[config.mk]
export PLATFORM = sky130hd
export DESIGN_NAME = id_gen_flat
export DESIGN_NICKNAME = d
export VERILOG_FILES = /design/src/rtl/id_gen_pkg.sv /design/src/rtl/id_gen_if.sv /design/src/rtl/id_char_next.sv /design/src/rtl/id_gen.sv /design/src/flat_wrapper.sv
export SDC_FILE = /design/constraint.sdc
export NUM_CORES = 1
export LEC_CHECK = 0
export BUFFER_PORTS_ARGS = -buffer_cell sky130_fd_sc_hd__buf_4
export CORE_ASPECT_RATIO = 0.8
export CORE_MARGIN = 3
export CORE_UTILIZATION = 59
export CTS_CLUSTER_SIZE = 16
export DETAILED_ROUTE_END_ITERATION = 10
export PLACE_DENSITY_LB_ADDON = 0.25
export SLEW_MARGIN = 15
export SYNTH_ARGS = -nofsm -noshare
export SYNTH_HDL_FRONTEND = slang
export SYNTH_SLANG_ARGS = --single-unit
[constraint.sdc]
create_clock -name clk -period 4.95 [get_ports clk]
set_input_delay 0.2475 -clock clk [delete_from_list [all_inputs] [get_ports clk]]
set_output_delay 0.2475 -clock clk [all_outputs]
set_load 0.05 [all_outputs]
[src/rtl/id_gen_pkg.sv]
// id_gen_pkg: definitions shared by the identifier generator.
//   - FSM state encoding (legacy-style localparams)
//   - ASCII bounds for letters and digits, default terminator character
//   - id_req_t: one identifier request as presented on the bus
//   - classification helpers used to validate a request
package id_gen_pkg;

  localparam logic [1:0] ST_IDLE   = 2'd0;
  localparam logic [1:0] ST_LETTER = 2'd1;
  localparam logic [1:0] ST_DIGIT  = 2'd2;
  localparam logic [1:0] ST_TERM   = 2'd3;

  localparam logic [7:0] ASCII_LC_A        = 8'h61;  // "a"
  localparam logic [7:0] ASCII_LC_Z        = 8'h7A;  // "z"
  localparam logic [7:0] ASCII_UC_A        = 8'h41;  // "A"
  localparam logic [7:0] ASCII_UC_Z        = 8'h5A;  // "Z"
  localparam logic [7:0] ASCII_0           = 8'h30;  // "0"
  localparam logic [7:0] ASCII_9           = 8'h39;  // "9"
  localparam logic [7:0] TERM_CHAR_DEFAULT = 8'h20;  // space

  typedef struct packed {
    logic [3:0] letter_num;
    logic [3:0] digit_num;
    logic [7:0] base_letter;
    logic [7:0] base_digit;
  } id_req_t;

  function automatic logic is_letter(input logic [7:0] c);
    return ((c >= ASCII_LC_A) && (c <= ASCII_LC_Z)) ||
           ((c >= ASCII_UC_A) && (c <= ASCII_UC_Z));
  endfunction

  function automatic logic is_digit(input logic [7:0] c);
    return (c >= ASCII_0) && (c <= ASCII_9);
  endfunction

  // A request needs at least one letter, a letter base, and a digit base
  // only when digits are actually requested.
  function automatic logic req_ok(input id_req_t r);
    return (r.letter_num != 4'd0) && is_letter(r.base_letter) &&
           ((r.digit_num == 4'd0) || is_digit(r.base_digit));
  endfunction

endpackage

[src/rtl/id_gen_if.sv]
// id_gen_if: request/stream bundle of the identifier generator.
//   start, letter_num, digit_num, base_letter, base_digit : request side
//   char, valid, busy, done, err                          : stream side
// slave  = generator view, master = requester/consumer view.
interface id_gen_if;

  logic       start;
  logic [3:0] letter_num;
  logic [3:0] digit_num;
  logic [7:0] base_letter;
  logic [7:0] base_digit;
  logic [7:0] char;
  logic       valid;
  logic       busy;
  logic       done;
  logic       err;

  modport slave (
    input  start, letter_num, digit_num, base_letter, base_digit,
    output char, valid, busy, done, err
  );

  modport master (
    output start, letter_num, digit_num, base_letter, base_digit,
    input  char, valid, busy, done, err
  );

endinterface

[src/rtl/id_char_next.sv]
// id_char_next: combinational successor of a letter or digit.
//   cur : current character
//   nxt : next character; "z"->"a", "Z"->"A", "9"->"0", otherwise cur+1
module id_char_next
  import id_gen_pkg::*;
(
  input  logic [7:0] cur,
  output logic [7:0] nxt
);

  // wrap at the top of each range, plain increment elsewhere
  always_comb begin
    nxt = cur + 8'd1;
    if (cur == ASCII_LC_Z) begin
      nxt = ASCII_LC_A;
    end else if (cur == ASCII_UC_Z) begin
      nxt = ASCII_UC_A;
    end else if (cur == ASCII_9) begin
      nxt = ASCII_0;
    end else begin
      nxt = cur + 8'd1;
    end
  end

endmodule

[src/rtl/id_gen.sv]
// id_gen: emits an identifier as a character stream: letter_num letters
// counting up from base_letter, digit_num digits counting up from
// base_digit, then one TERM_CHAR with done.
//   clk   : clock, rising edge
//   reset : synchronous, active-high
//   bus   : id_gen_if.slave (request in, registered char stream out)
// A new request is taken in IDLE or while the terminator is on the
// output, so back-to-back identifiers share a single terminator cycle.
module id_gen
  import id_gen_pkg::*;
#(
  parameter logic [7:0] TERM_CHAR = TERM_CHAR_DEFAULT
) (
  input  logic     clk,
  input  logic     reset,
  id_gen_if.slave  bus
);

  logic [1:0] state_r,      state_s;
  logic [7:0] char_r,       char_s;
  logic       valid_r,      valid_s;
  logic       busy_r,       busy_s;
  logic       done_r,       done_s;
  logic       err_r,        err_s;
  logic [3:0] letter_rem_r, letter_rem_s;  // letters still to come after char_r
  logic [3:0] digit_rem_r,  digit_rem_s;   // digits still to come after char_r
  logic [3:0] digit_num_r,  digit_num_s;
  logic [7:0] base_digit_r, base_digit_s;

  logic [7:0] char_next_s;
  id_req_t    req_s;
  logic       can_take_s;

  assign req_s = '{letter_num:  bus.letter_num,
                   digit_num:   bus.digit_num,
                   base_letter: bus.base_letter,
                   base_digit:  bus.base_digit};

  // the request window: idle, or the final (terminator) cycle of a stream
  assign can_take_s = (state_r == ST_IDLE) || (state_r == ST_TERM);

  id_char_next u_char_next (
    .cur (char_r),
    .nxt (char_next_s)
  );

  // next-state and next-output computation
  always_comb begin
    state_s      = state_r;
    char_s       = char_r;
    valid_s      = valid_r;
    busy_s       = busy_r;
    done_s       = 1'b0;
    err_s        = 1'b0;
    letter_rem_s = letter_rem_r;
    digit_rem_s  = digit_rem_r;
    digit_num_s  = digit_num_r;
    base_digit_s = base_digit_r;

    case (state_r)
      ST_IDLE: begin
        char_s  = TERM_CHAR;
        valid_s = 1'b0;
        busy_s  = 1'b0;
      end
      ST_LETTER: begin
        if (letter_rem_r != 4'd0) begin
          char_s       = char_next_s;
          letter_rem_s = letter_rem_r - 4'd1;
        end else if (digit_num_r != 4'd0) begin
          state_s     = ST_DIGIT;
          char_s      = base_digit_r;
          digit_rem_s = digit_num_r - 4'd1;
        end else begin
          state_s = ST_TERM;
          char_s  = TERM_CHAR;
          done_s  = 1'b1;
        end
      end
      ST_DIGIT: begin
        if (digit_rem_r != 4'd0) begin
          char_s      = char_next_s;
          digit_rem_s = digit_rem_r - 4'd1;
        end else begin
          state_s = ST_TERM;
          char_s  = TERM_CHAR;
          done_s  = 1'b1;
        end
      end
      ST_TERM: begin
        state_s = ST_IDLE;
        char_s  = TERM_CHAR;
        valid_s = 1'b0;
        busy_s  = 1'b0;
      end
      default: begin
        state_s = ST_IDLE;
        char_s  = TERM_CHAR;
        valid_s = 1'b0;
        busy_s  = 1'b0;
      end
    endcase

    // a request overrides the idle/terminator follow-up computed above;
    // the first letter goes straight onto the output register
    if (can_take_s && bus.start) begin
      if (req_ok(req_s)) begin
        state_s      = ST_LETTER;
        char_s       = bus.base_letter;
        valid_s      = 1'b1;
        busy_s       = 1'b1;
        letter_rem_s = bus.letter_num - 4'd1;
        digit_rem_s  = 4'd0;
        digit_num_s  = bus.digit_num;
        base_digit_s = bus.base_digit;
      end else begin
        err_s = 1'b1;
      end
    end else begin
      err_s = 1'b0;
    end
  end

  // state and output registers, synchronous reset wins over everything
  always_ff @(posedge clk) begin
    if (reset) begin
      state_r      <= ST_IDLE;
      char_r       <= TERM_CHAR;
      valid_r      <= 1'b0;
      busy_r       <= 1'b0;
      done_r       <= 1'b0;
      err_r        <= 1'b0;
      letter_rem_r <= 4'd0;
      digit_rem_r  <= 4'd0;
      digit_num_r  <= 4'd0;
      base_digit_r <= 8'd0;
    end else begin
      state_r      <= state_s;
      char_r       <= char_s;
      valid_r      <= valid_s;
      busy_r       <= busy_s;
      done_r       <= done_s;
      err_r        <= err_s;
      letter_rem_r <= letter_rem_s;
      digit_rem_r  <= digit_rem_s;
      digit_num_r  <= digit_num_s;
      base_digit_r <= base_digit_s;
    end
  end

  assign bus.char  = char_r;
  assign bus.valid = valid_r;
  assign bus.busy  = busy_r;
  assign bus.done  = done_r;
  assign bus.err   = err_r;

endmodule

[src/flat_wrapper.sv]
// flat-port wrapper written by rule: the top's interface ports become plain ports
module id_gen_flat import id_gen_pkg::*;
#(
  parameter logic [7:0] TERM_CHAR = TERM_CHAR_DEFAULT
)
  (clk, reset, bus_start, bus_letter_num, bus_digit_num, bus_base_letter, bus_base_digit, bus_char, bus_valid, bus_busy, bus_done, bus_err);
  id_gen_if bus_i ();
  input  logic clk;
  input  logic reset;
  input wire logic [$bits(bus_i.start)-1:0] bus_start;
  input wire logic [$bits(bus_i.letter_num)-1:0] bus_letter_num;
  input wire logic [$bits(bus_i.digit_num)-1:0] bus_digit_num;
  input wire logic [$bits(bus_i.base_letter)-1:0] bus_base_letter;
  input wire logic [$bits(bus_i.base_digit)-1:0] bus_base_digit;
  output wire logic [$bits(bus_i.char)-1:0] bus_char;
  output wire logic [$bits(bus_i.valid)-1:0] bus_valid;
  output wire logic [$bits(bus_i.busy)-1:0] bus_busy;
  output wire logic [$bits(bus_i.done)-1:0] bus_done;
  output wire logic [$bits(bus_i.err)-1:0] bus_err;
  assign bus_i.start = bus_start;
  assign bus_i.letter_num = bus_letter_num;
  assign bus_i.digit_num = bus_digit_num;
  assign bus_i.base_letter = bus_base_letter;
  assign bus_i.base_digit = bus_base_digit;
  assign bus_char = bus_i.char;
  assign bus_valid = bus_i.valid;
  assign bus_busy = bus_i.busy;
  assign bus_done = bus_i.done;
  assign bus_err = bus_i.err;
  id_gen #(.TERM_CHAR(TERM_CHAR)) u_core (.clk(clk), .reset(reset), .bus(bus_i));
endmodule
==> results of run 1 <==
[layer usage]
layer,GRT usage,wire (µm),part of all wire,up-vias
met1,0.335,2180,0.49,785
met2,0.318,1830,0.41,71
met4,0.0563,47,0.011,0
li1,-,-,-,867
met3,0.0693,376,0.085,7
met5,0,0,0,-
[worst min path at each step]
stage	from	end	depth (start not counted)
after floorplan	bus_letter_num[0]	u_core.letter_rem_r[0]$_SDFF_PP0_	1
after global placement	bus_letter_num[0]	u_core.letter_rem_r[0]$_SDFF_PP0_	2
after detailed placement	bus_base_letter[5]	u_core.bus.char[5]$_SDFF_PP1_	2
after CTS	bus_base_letter[5]	u_core.bus.char[5]$_SDFF_PP1_	2
after global routing	bus_letter_num[0]	u_core.letter_rem_r[0]$_SDFF_PP0_	2
final	bus_letter_num[0]	u_core.letter_rem_r[0]$_SDFF_PP0_	2
[critical path, delay by kind of cell, from the launching register on]
family	cells	cell delay, ns
AO/OA/AOI/OAI	2	0.36
adder cells (fa/ha/maj)	1	0.43
buffers and inverters	2	0.52
flip-flops	1	0.36
AND/OR/NAND/NOR	2	0.86
[synth_stat cells, drive strengths merged, types with 3 or more instances]
library cell	number
nand2b	8
nand2	10
xnor2	5
a221oi	3
nand3	4
clkbuf	4
a211oi	8
mux2i	12
o21ai	7
buf	5
ha	11
inv	14
and3	3
xor2	5
nor4	4
o22ai	4
a21oi	11
dfxtp	34
nor2	27
nor2b	7
nor3	12
[power by group through the flow]
stage	combinational [µW]	sequential, µW	clock, µW
after CTS	47.8	277	190
final	48.0	277	189
after floorplan	20.1	286	0
after detailed placement	47.5	283	0
after global routing	51.5	277	203
after global placement	47.4	283	0
[final cells by class]
cell class / instances / area share
clock buffer: 7 / 0.0325
multi-input combinational: 166 / 0.510
sequential: 34 / 0.290
inverter: 14 / 0.0224
tap: 40 / 0.0213
timing repair buffer: 39 / 0.125
[layout by cell type, fill, tap and decap left out, drive strengths merged, types with 2 or more instances in the layout]
cell type,netlist,routed
a211oi,8,8
a21oi,11,11
a221oi,3,3
a22oi,2,2
a311oi,2,2
and3,3,3
buf,5,39
clkbuf,4,7
dfxtp,34,34
ha,11,11
inv,14,14
mux2i,12,12
nand2,10,10
nand2b,8,8
nand3,4,4
nand4,2,2
nor2,27,27
nor2b,7,7
nor3,12,12
nor3b,2,2
nor4,4,4
o21ai,7,7
o22ai,4,4
or3b,2,2
xnor2,5,5
xor2,5,5
[cell families (layout without fill, tap and decap cells)]
family,count (synthesis),in the layout,share of synthesized area
DFF,34,34,0.341
muxes,12,12,0.0602
AOI/OAI and AO/OA,44,44,0.174
buffers and inverters,23,60,0.0589
adders and majority gates,11,11,0.0690
xor gates and xnor gates,10,10,0.0439
and+or+nand+nor,89,89,0.253
[flip-flops by register name, summed over array words and instances (netlist names)]
register and flops:
u_core.base_digit_r 8, u_core.bus.busy 1, u_core.bus.char 8, u_core.bus.done 1
u_core.bus.err 1, u_core.bus.valid 1, u_core.digit_num_r 4, u_core.digit_rem_r 4
u_core.letter_rem_r 4, u_core.state_r 2
[through the flow]
step                hold WS, ns  total power, µW
floorplan                 0.340              306
global placement          0.454              330
detailed placement        0.461              331
CTS                       0.169              515
global route              0.173              532
finish                    0.169              514
==> report_table.html, run 1 <==
<table>
<tr><th>Metric</th><th>Value</th></tr>
<tr><th colspan="2">Synth</th></tr>
<tr><td>Synth cell types</td><td>50</td></tr>
<tr><td>Cells taking the most area after synthesis</td><td>sky130_fd_sc_hd__dfxtp_1 (34%), sky130_fd_sc_hd__ha_1 (6.9%), sky130_fd_sc_hd__mux2i_1 (6.0%)</td></tr>
<tr><td>Number of nets produced by synthesis</td><td>261</td></tr>
<tr><td>Sequential area share after synthesis</td><td>0.341</td></tr>
<tr><td>Biggest area consumer among synthesized cells</td><td>sky130_fd_sc_hd__dfxtp_1</td></tr>
<tr><td>Combined area of all synthesized cells</td><td>2000 µm²</td></tr>
<tr><td>FFs w/ async S/R, synth</td><td>0</td></tr>
<tr><td>Syn Inst Count</td><td>223</td></tr>
<tr><td>Top_reg_cell synth</td><td>sky130_fd_sc_hd__dfxtp_1</td></tr>
<tr><td>Syn. warnings</td><td>0</td></tr>
<tr><td>Area fraction of the dominant cell type after synthesis</td><td>0.341</td></tr>
<tr><td>Number of enable flip-flop cells after synthesis</td><td>0</td></tr>
<tr><td>Avg Synthesized Cell Area</td><td>a little under 9 µm²</td></tr>
<tr><td>Number of register bits inferred by synthesis</td><td>34</td></tr>
<tr><th colspan="2">Clocking</th></tr>
<tr><td>Clock buffer depth</td><td>2</td></tr>
<tr><td>Clk pin slew, worst setup/hold paths</td><td>roughly 0.070 ns</td></tr>
<tr><td>Post_cts resized</td><td>0</td></tr>
<tr><td>Cell at the root of the clock tree</td><td>sky130_fd_sc_hd__clkbuf_8</td></tr>
<tr><td>TritonCTS clock tree</td><td>done</td></tr>
<tr><td># H-tree levels</td><td>2</td></tr>
<tr><td>Buffers inserted by post-CTS timing repair</td><td>0</td></tr>
<tr><td>CTS Hold Buffers Added</td><td>0</td></tr>
<tr><td>Clk_lat worst skew</td><td>0.29 ns</td></tr>
<tr><td>Clk sinks</td><td>34</td></tr>
<tr><td>Number of clock buffers inserted by TritonCTS</td><td>5</td></tr>
<tr><th colspan="2">Global routing</th></tr>
<tr><td>Largest net degree at the start of global routing</td><td>31</td></tr>
<tr><td>GRT Residual Overflow</td><td>0</td></tr>
<tr><td>Number of antenna violations at the first check in global routing</td><td>0</td></tr>
<tr><td>Number of global-route vias before repair</td><td>around 1500</td></tr>
<tr><td>Global-route wire length before repair</td><td>7150 µm</td></tr>
<tr><td>Total GRT Usage</td><td>0.226</td></tr>
<tr><th colspan="2">Route</th></tr>
<tr><td>Number of antenna-violating nets in the routed design</td><td>0</td></tr>
<tr><td>Total via count in the routed design</td><td>1730</td></tr>
<tr><td>Drt initial violations</td><td>between 150 and 200</td></tr>
<tr><td>First drt pass iteration count</td><td>4</td></tr>
<tr><td>Via-to-Cell Ratio</td><td>5.77</td></tr>
<tr><td>DRC viols</td><td>0</td></tr>
<tr><td>Detailed-route wire length per cell</td><td>14.8 µm</td></tr>
<tr><td>Wire length reported by the detailed router</td><td>4430 µm</td></tr>
<tr><th colspan="2">STA</th></tr>
<tr><td>Worst setup margin</td><td>2.31 ns</td></tr>
<tr><td>Clock period minus final worst setup slack</td><td>2.64 ns</td></tr>
<tr><td>Worst slew margin</td><td>0.492</td></tr>
<tr><td>Setup TNS Final</td><td>0 ns</td></tr>
<tr><td>Crit share post-route</td><td>0.534</td></tr>
<tr><td>Largest clock skew in the final design</td><td>0.00626 ns</td></tr>
<tr><td>Setup violators final</td><td>0</td></tr>
<tr><td>Measured slew at the worst slew-check pin</td><td>0.761 ns</td></tr>
<tr><td>RSZ-0062 raised after global routing</td><td>false</td></tr>
<tr><td>Timing-limited maximum frequency</td><td>378 MHz</td></tr>
<tr><td>Final Max Slew Viols</td><td>0</td></tr>
<tr><td>Count of endpoints failing hold in the final timing report</td><td>0</td></tr>
<tr><th colspan="2">Outcome</th></tr>
<tr><td>Run status</td><td>complete, no violations</td></tr>
<tr><th colspan="2">Cells and area</th></tr>
<tr><td>Filler Cells Inserted</td><td>approximately 250</td></tr>
<tr><td>Growth of design area from synthesis to finish</td><td>17.7%</td></tr>
<tr><td>Final design instance area without fill</td><td>2350 µm²</td></tr>
<tr><td>Final antenna diode count</td><td>0</td></tr>
<tr><td>Net count of the finished layout</td><td>roughly 300</td></tr>
<tr><td>Storage element area</td><td>a little under 700 µm²</td></tr>
<tr><td>Final standard cell count with taps included and fillers excluded</td><td>300</td></tr>
<tr><td>Share of final-layout standard cells stronger than drive strength 1</td><td>0.231</td></tr>
<tr><td>Multi-input logic area</td><td>1200 µm²</td></tr>
<tr><td>Core Util, Final</td><td>0.745</td></tr>
<tr><th colspan="2">Flow run</th></tr>
<tr><td>Max-cap violations</td><td>0</td></tr>
<tr><th colspan="2">Die</th></tr>
<tr><td>Die outline height</td><td>58.0 µm</td></tr>
<tr><td>Number of standard-cell rows in the floorplan</td><td>18</td></tr>
<tr><td>Area of the core</td><td>3150 µm²</td></tr>
<tr><td>Total die area</td><td>4120 µm²</td></tr>
<tr><td>Horizontal extent of the die</td><td>71.0 µm</td></tr>
<tr><td>Starting Density</td><td>0.633</td></tr>
<tr><td>I/O pin total</td><td>39</td></tr>
<tr><th colspan="2">Power and ir drop</th></tr>
<tr><td>Portion of total power attributed to the clock network</td><td>0.368</td></tr>
<tr><td>Fraction of power spent switching nets</td><td>0.231</td></tr>
<tr><td>Highest ir drop seen on vdd</td><td>0.218 mV</td></tr>
<tr><td>Power per unit of standard cell area</td><td>219 nW/µm²</td></tr>
<tr><td>Total leakage power</td><td>0.000908 µW</td></tr>
<tr><td>Psw</td><td>119 µW</td></tr>
<tr><td>Gate power share</td><td>0.093</td></tr>
<tr><td>Sequential group share of total power</td><td>0.539</td></tr>
<tr><td>Internal Dissipation</td><td>about 400 µW</td></tr>
<tr><th colspan="2">Setup path</th></tr>
<tr><td>Launch point of the critical path</td><td>u_core.state_r[1]$_SDFF_PP0_</td></tr>
<tr><td>Worst reg2reg endpoint</td><td>u_core.bus.char[5]$_SDFF_PP1_</td></tr>
<tr><td>R2r worst-path depth</td><td>7</td></tr>
<tr><td>Critical Path Max Stage Delay</td><td>roughly 0.64 ns</td></tr>
<tr><td>Nature of the critical path startpoint</td><td>flip-flop</td></tr>
<tr><td>Crit end category</td><td>flip-flop</td></tr>
<tr><td>Cell-by-cell listing of the critical path</td><td>inv_1 &gt; ha_1 &gt; nand2b_4 &gt; nor4_4 &gt; buf_4 &gt; a211oi_1 &gt; a211o_1</td></tr>
<tr><td>Reg-to-reg startpoint</td><td>u_core.state_r[1]$_SDFF_PP0_</td></tr>
<tr><td>Reg-to-reg setup timing slack</td><td>2.31 ns</td></tr>
<tr><td>Classification of the worst setup path</td><td>flip-flop to flip-flop</td></tr>
<tr><td>Crit path to</td><td>u_core.bus.char[5]$_SDFF_PP1_</td></tr>
<tr><td>Largest driver fanout on the critical path</td><td>26</td></tr>
<tr><td>Data arrival time at the worst-slack endpoint</td><td>2.82 ns</td></tr>
<tr><td>Crit path max-delay cell type</td><td>sky130_fd_sc_hd__nor4_4</td></tr>
<tr><td>Data required, critical path</td><td>5.13 ns</td></tr>
<tr><th colspan="2">Placed design</th></tr>
<tr><td>Last weighted congestion value of the routability-driven placer</td><td>0.866</td></tr>
<tr><td>Minimum setup slack after placement</td><td>2.35 ns</td></tr>
<tr><td>Placed cell area</td><td>2270 µm²</td></tr>
<tr><td>Cell Count Post-Placement</td><td>293</td></tr>
<tr><td>Post-DP HPWL</td><td>3320 µm</td></tr>
<tr><td>Buffers added on ports</td><td>38</td></tr>
<tr><th colspan="2">Worst hold path</th></tr>
<tr><td>Type of the worst min-delay path</td><td>input pin to flip-flop</td></tr>
</table>
Power figures use the tool's default switching activity.
==> run 2, diff against run 1 <==
--- a/config.mk
+++ b/config.mk
@@ -8,7 +8,7 @@
 export BUFFER_PORTS_ARGS = -buffer_cell sky130_fd_sc_hd__buf_4
 export CORE_ASPECT_RATIO = 0.8
 export CORE_MARGIN = 3
-export CORE_UTILIZATION = 59
+export CORE_UTILIZATION = 49
 export CTS_CLUSTER_SIZE = 16
 export DETAILED_ROUTE_END_ITERATION = 10
 export PLACE_DENSITY_LB_ADDON = 0.25
==> constraint.sdc (replaced) <==
create_clock -name clk -period 2.4 [get_ports clk]
set_input_delay 0.12 -clock clk [delete_from_list [all_inputs] [get_ports clk]]
set_output_delay 0.12 -clock clk [all_outputs]
set_load 0.05 [all_outputs]
==> run 2 against run 1 <==
  * Fmax up 36%
  * Non-clock buffer count up 3
  * Combinational power up 110%
  * Critical endpoint is now u_core.digit_rem_r[3]$_SDFF_PP0_
  * Core utilization down 12 points
==> report_table.html, run 2 (synthesis results as in run 1) <==
<table>
<tr><th>Metric</th><th>Value</th></tr>
<tr><th colspan="2">Clocking</th></tr>
<tr><td>Cell at the root of the clock tree</td><td>sky130_fd_sc_hd__clkbuf_8</td></tr>
<tr><td># H-tree levels</td><td>2 (unchanged)</td></tr>
<tr><td>Clk pin slew, worst setup/hold paths</td><td>0.07 ns (about the same)</td></tr>
<tr><td>Buffers inserted by post-CTS timing repair</td><td>0 (unchanged)</td></tr>
<tr><td>TritonCTS clock tree</td><td>done</td></tr>
<tr><td>Clock buffer depth</td><td>2 (unchanged)</td></tr>
<tr><td>CTS Hold Buffers Added</td><td>0 (unchanged)</td></tr>
<tr><td>Clk_lat worst skew</td><td>0.28 ns (about the same)</td></tr>
<tr><td>Post_cts resized</td><td>0 (unchanged)</td></tr>
<tr><td>Clk sinks</td><td>34 (unchanged)</td></tr>
<tr><td>Number of clock buffers inserted by TritonCTS</td><td>5 (unchanged)</td></tr>
<tr><th colspan="2">Setup path</th></tr>
<tr><td>Crit end category</td><td>flip-flop</td></tr>
<tr><td>Launch point of the critical path</td><td>u_core.state_r[1]$_SDFF_PP0_</td></tr>
<tr><td>Classification of the worst setup path</td><td>flip-flop to flip-flop</td></tr>
<tr><td>R2r worst-path depth</td><td>7 (unchanged)</td></tr>
<tr><td>Nature of the critical path startpoint</td><td>flip-flop</td></tr>
<tr><td>Worst reg2reg endpoint</td><td>u_core.digit_rem_r[3]$_SDFF_PP0_</td></tr>
<tr><td>Reg-to-reg setup timing slack</td><td>0.46 ns (-1.84 ns)</td></tr>
<tr><td>Data arrival time at the worst-slack endpoint</td><td>2.10 ns (-0.72 ns)</td></tr>
<tr><td>Data required, critical path</td><td>2.56 ns (-2.57 ns)</td></tr>
<tr><td>Reg-to-reg startpoint</td><td>u_core.state_r[1]$_SDFF_PP0_</td></tr>
<tr><td>Largest driver fanout on the critical path</td><td>9 (-65%)</td></tr>
<tr><th colspan="2">Die</th></tr>
<tr><td>Horizontal extent of the die</td><td>77.4 µm (+8.9%)</td></tr>
<tr><td>Starting Density</td><td>0.518 (-0.115)</td></tr>
<tr><td>I/O pin total</td><td>39 (unchanged)</td></tr>
<tr><td>Die outline height</td><td>63.1 µm (+8.7%)</td></tr>
<tr><td>Area of the core</td><td>3850 µm² (+22%)</td></tr>
<tr><td>Number of standard-cell rows in the floorplan</td><td>20 (+2)</td></tr>
<tr><td>Total die area</td><td>4880 µm² (+18%)</td></tr>
<tr><th colspan="2">Placed design</th></tr>
<tr><td>Buffers added on ports</td><td>38 (unchanged)</td></tr>
<tr><td>Last weighted congestion value of the routability-driven placer</td><td>0.879 (+1.5%)</td></tr>
<tr><td>Post-DP HPWL</td><td>3520 µm (+6.2%)</td></tr>
<tr><th colspan="2">Cells and area</th></tr>
<tr><td>Net count of the finished layout</td><td>301 (+1.0%)</td></tr>
<tr><td>Growth of design area from synthesis to finish</td><td>21.2%</td></tr>
<tr><td>Final antenna diode count</td><td>0 (unchanged)</td></tr>
<tr><td>Leading cell types in the layout, fill and taps excluded</td><td>sky130_fd_sc_hd__buf_4 (41), sky130_fd_sc_hd__dfxtp_1 (34), sky130_fd_sc_hd__nor2_1 (26)</td></tr>
<tr><td>Share of final-layout standard cells stronger than drive strength 1</td><td>0.246 (+0.0154)</td></tr>
<tr><td>Filler Cells Inserted</td><td>363 (+48%)</td></tr>
<tr><td>Commonest non-fill, non-tap cell in the layout</td><td>sky130_fd_sc_hd__buf_4</td></tr>
<tr><td>Multi-input logic area</td><td>1200 µm² (unchanged)</td></tr>
<tr><td>Storage element area</td><td>681 µm² (unchanged)</td></tr>
<tr><td>Core Util, Final</td><td>0.628 (-0.118)</td></tr>
<tr><th colspan="2">Outcome</th></tr>
<tr><td>Run status</td><td>complete, no violations</td></tr>
<tr><th colspan="2">Global routing</th></tr>
<tr><td>Global-route wire length before repair</td><td>7710 µm (+7.9%)</td></tr>
<tr><td>Number of global-route vias before repair</td><td>1628 (+11%)</td></tr>
<tr><td>GRT Residual Overflow</td><td>0 (unchanged)</td></tr>
<tr><td>Most Used Layer, Global Route</td><td>met2</td></tr>
<tr><td>GRT met1 Usage</td><td>0.283 (-0.0517)</td></tr>
<tr><td>Total GRT Usage</td><td>0.199 (-0.0263)</td></tr>
<tr><td>Global-route met3 utilization</td><td>0.0514 (-0.0179)</td></tr>
<tr><td>Largest net degree at the start of global routing</td><td>31 (unchanged)</td></tr>
<tr><td>Number of antenna violations at the first check in global routing</td><td>0 (unchanged)</td></tr>
<tr><td>GR Layer Usage met2</td><td>0.295 (-0.0231)</td></tr>
<tr><th colspan="2">STA</th></tr>
<tr><td>Largest clock skew in the final design</td><td>0.00410 ns (-0.00217 ns)</td></tr>
<tr><td>Crit share post-route</td><td>0.807 (+0.273)</td></tr>
<tr><td>Measured slew at the worst slew-check pin</td><td>0.630 ns (-0.131 ns)</td></tr>
<tr><td>Count of endpoints failing hold in the final timing report</td><td>0 (unchanged)</td></tr>
<tr><td>Setup TNS Final</td><td>0 ns (unchanged)</td></tr>
<tr><td>Clock period minus final worst setup slack</td><td>1.94 ns (-0.707 ns)</td></tr>
<tr><td>RSZ-0062 raised after global routing</td><td>false</td></tr>
<tr><td>Timing-limited maximum frequency</td><td>516 MHz (+36%)</td></tr>
<tr><td>Worst slew margin</td><td>0.574 (+0.0824)</td></tr>
<tr><td>Setup violators final</td><td>0 (unchanged)</td></tr>
<tr><td>Final Max Slew Viols</td><td>0 (unchanged)</td></tr>
<tr><th colspan="2">Power and ir drop</th></tr>
<tr><td>Sequential group share of total power</td><td>0.517 (-0.022)</td></tr>
<tr><td>Power per unit of standard cell area</td><td>457 nW/µm² (+110%)</td></tr>
<tr><td>Internal Dissipation</td><td>848 µW (+110%)</td></tr>
<tr><td>Highest ir drop seen on vdd</td><td>0.363 mV (+66%)</td></tr>
<tr><td>Total leakage power</td><td>0.000937 µW (+3.2%)</td></tr>
<tr><td>Psw</td><td>257 µW (+120%)</td></tr>
<tr><td>Portion of total power attributed to the clock network</td><td>0.392 (+0.024)</td></tr>
<tr><td>Gate power share</td><td>0.090 (-0.003)</td></tr>
<tr><td>Fraction of power spent switching nets</td><td>0.232 (+0.00114)</td></tr>
<tr><th colspan="2">Worst hold path</th></tr>
<tr><td>Number of instances on the worst hold path</td><td>2 (unchanged)</td></tr>
<tr><td>Type of the worst min-delay path</td><td>input pin to flip-flop</td></tr>
<tr><td>Worst Hold Endpoint</td><td>u_core.letter_rem_r[0]$_SDFF_PP0_</td></tr>
<tr><td>Launch instance of the worst min-delay path</td><td>bus_letter_num[0]</td></tr>
<tr><th colspan="2">Route</th></tr>
<tr><td>Wire length reported by the detailed router</td><td>4660 µm (+5.1%)</td></tr>
<tr><td>DRC viols</td><td>0 (unchanged)</td></tr>
<tr><td>Drt initial violations</td><td>206 (+20%)</td></tr>
<tr><td>Via-to-Cell Ratio</td><td>5.51 (-4.4%)</td></tr>
<tr><td>Number of antenna-violating nets in the routed design</td><td>0 (unchanged)</td></tr>
<tr><td>First drt pass iteration count</td><td>4 (unchanged)</td></tr>
<tr><td>Total via count in the routed design</td><td>1758 (+1.6%)</td></tr>
<tr><td>Detailed-route wire length per cell</td><td>14.6 µm (-1.1%)</td></tr>
<tr><th colspan="2">Flow run</th></tr>
<tr><td>Max-cap violations</td><td>0 (unchanged)</td></tr>
</table>
-- run 2: cell types whose count changed in the layout (fill, tap and decap cells not counted), sizes merged --
| cell | previous run | this run |
|---|---|---|
| buf | 39 | 42 |
| clkinv | 0 | 1 |
-- run 2: through the flow --
step	cell area (µm²)	power [µW]	setup WS, ns	hold slack, ns	cells
after CTS	2420	1120	0.461	0.0226	319
after global placement	2330	684	0.527	0.323	311
after detailed placement	2330	684	0.486	0.326	311
after floorplan	2000	631	0.448	0.212	223
after global routing	2420	1150	0.268	0.0371	319
final	2420	1100	0.463	0.0290	319
-- run 2: power by group through the flow --
stage          clock (µW)  combinational, µW  sequential, µW
2_1_floorplan           0               41.5             590
6_report              433               99.7             571
3_5_place_dp            0                100             584
4_1_cts               447                101             571
5_1_grt               466                110             571
3_3_place_gp            0               99.8             584
-- run 2: area by class of cell --
class,count,share of cell area
flip-flops and latches,34,0.281
repair buffers,42,0.136
clock inverters,1,0.00207
multi-input cells,166,0.495
clock buffers,7,0.0357
inverters,14,0.0217
well taps,55,0.0285
-- run 2: how the worst max path moves through the flow --
stage | cells past startpoint | endpoint | slack, ns
final | 7 | u_core.digit_rem_r[3]$_SDFF_PP0_ | 0.46
after global routing | 7 | u_core.bus.char[2]$_SDFF_PP0_ | 0.27
after CTS | 7 | u_core.letter_rem_r[2]$_SDFF_PP0_ | 0.46
after detailed placement | 7 | u_core.digit_rem_r[3]$_SDFF_PP0_ | 0.49
after global placement | 7 | u_core.bus.char[7]$_SDFF_PP0_ | 0.53
after floorplan | 8 | u_core.digit_num_r[0]$_SDFFE_PP0P_ | 0.45
-- run 2: worst max-delay path, cell delays in order (launching register included) --
cell	delay (ns)
sky130_fd_sc_hd__dfxtp_1	0.36
sky130_fd_sc_hd__inv_1	0.08
sky130_fd_sc_hd__ha_1	0.28
sky130_fd_sc_hd__and4bb_2	0.33
sky130_fd_sc_hd__nor2b_1	0.14
sky130_fd_sc_hd__buf_4	0.18
sky130_fd_sc_hd__a222oi_1	0.34
sky130_fd_sc_hd__o22ai_1	0.11
-- run 2: routing by layer --
metal | vias to the layer above | wire [µm]
met5 | - | 0
met1 | 820 | 2230
met3 | 8 | 302
met4 | 0 | 50
met2 | 48 | 2080
li1 | 882 | -
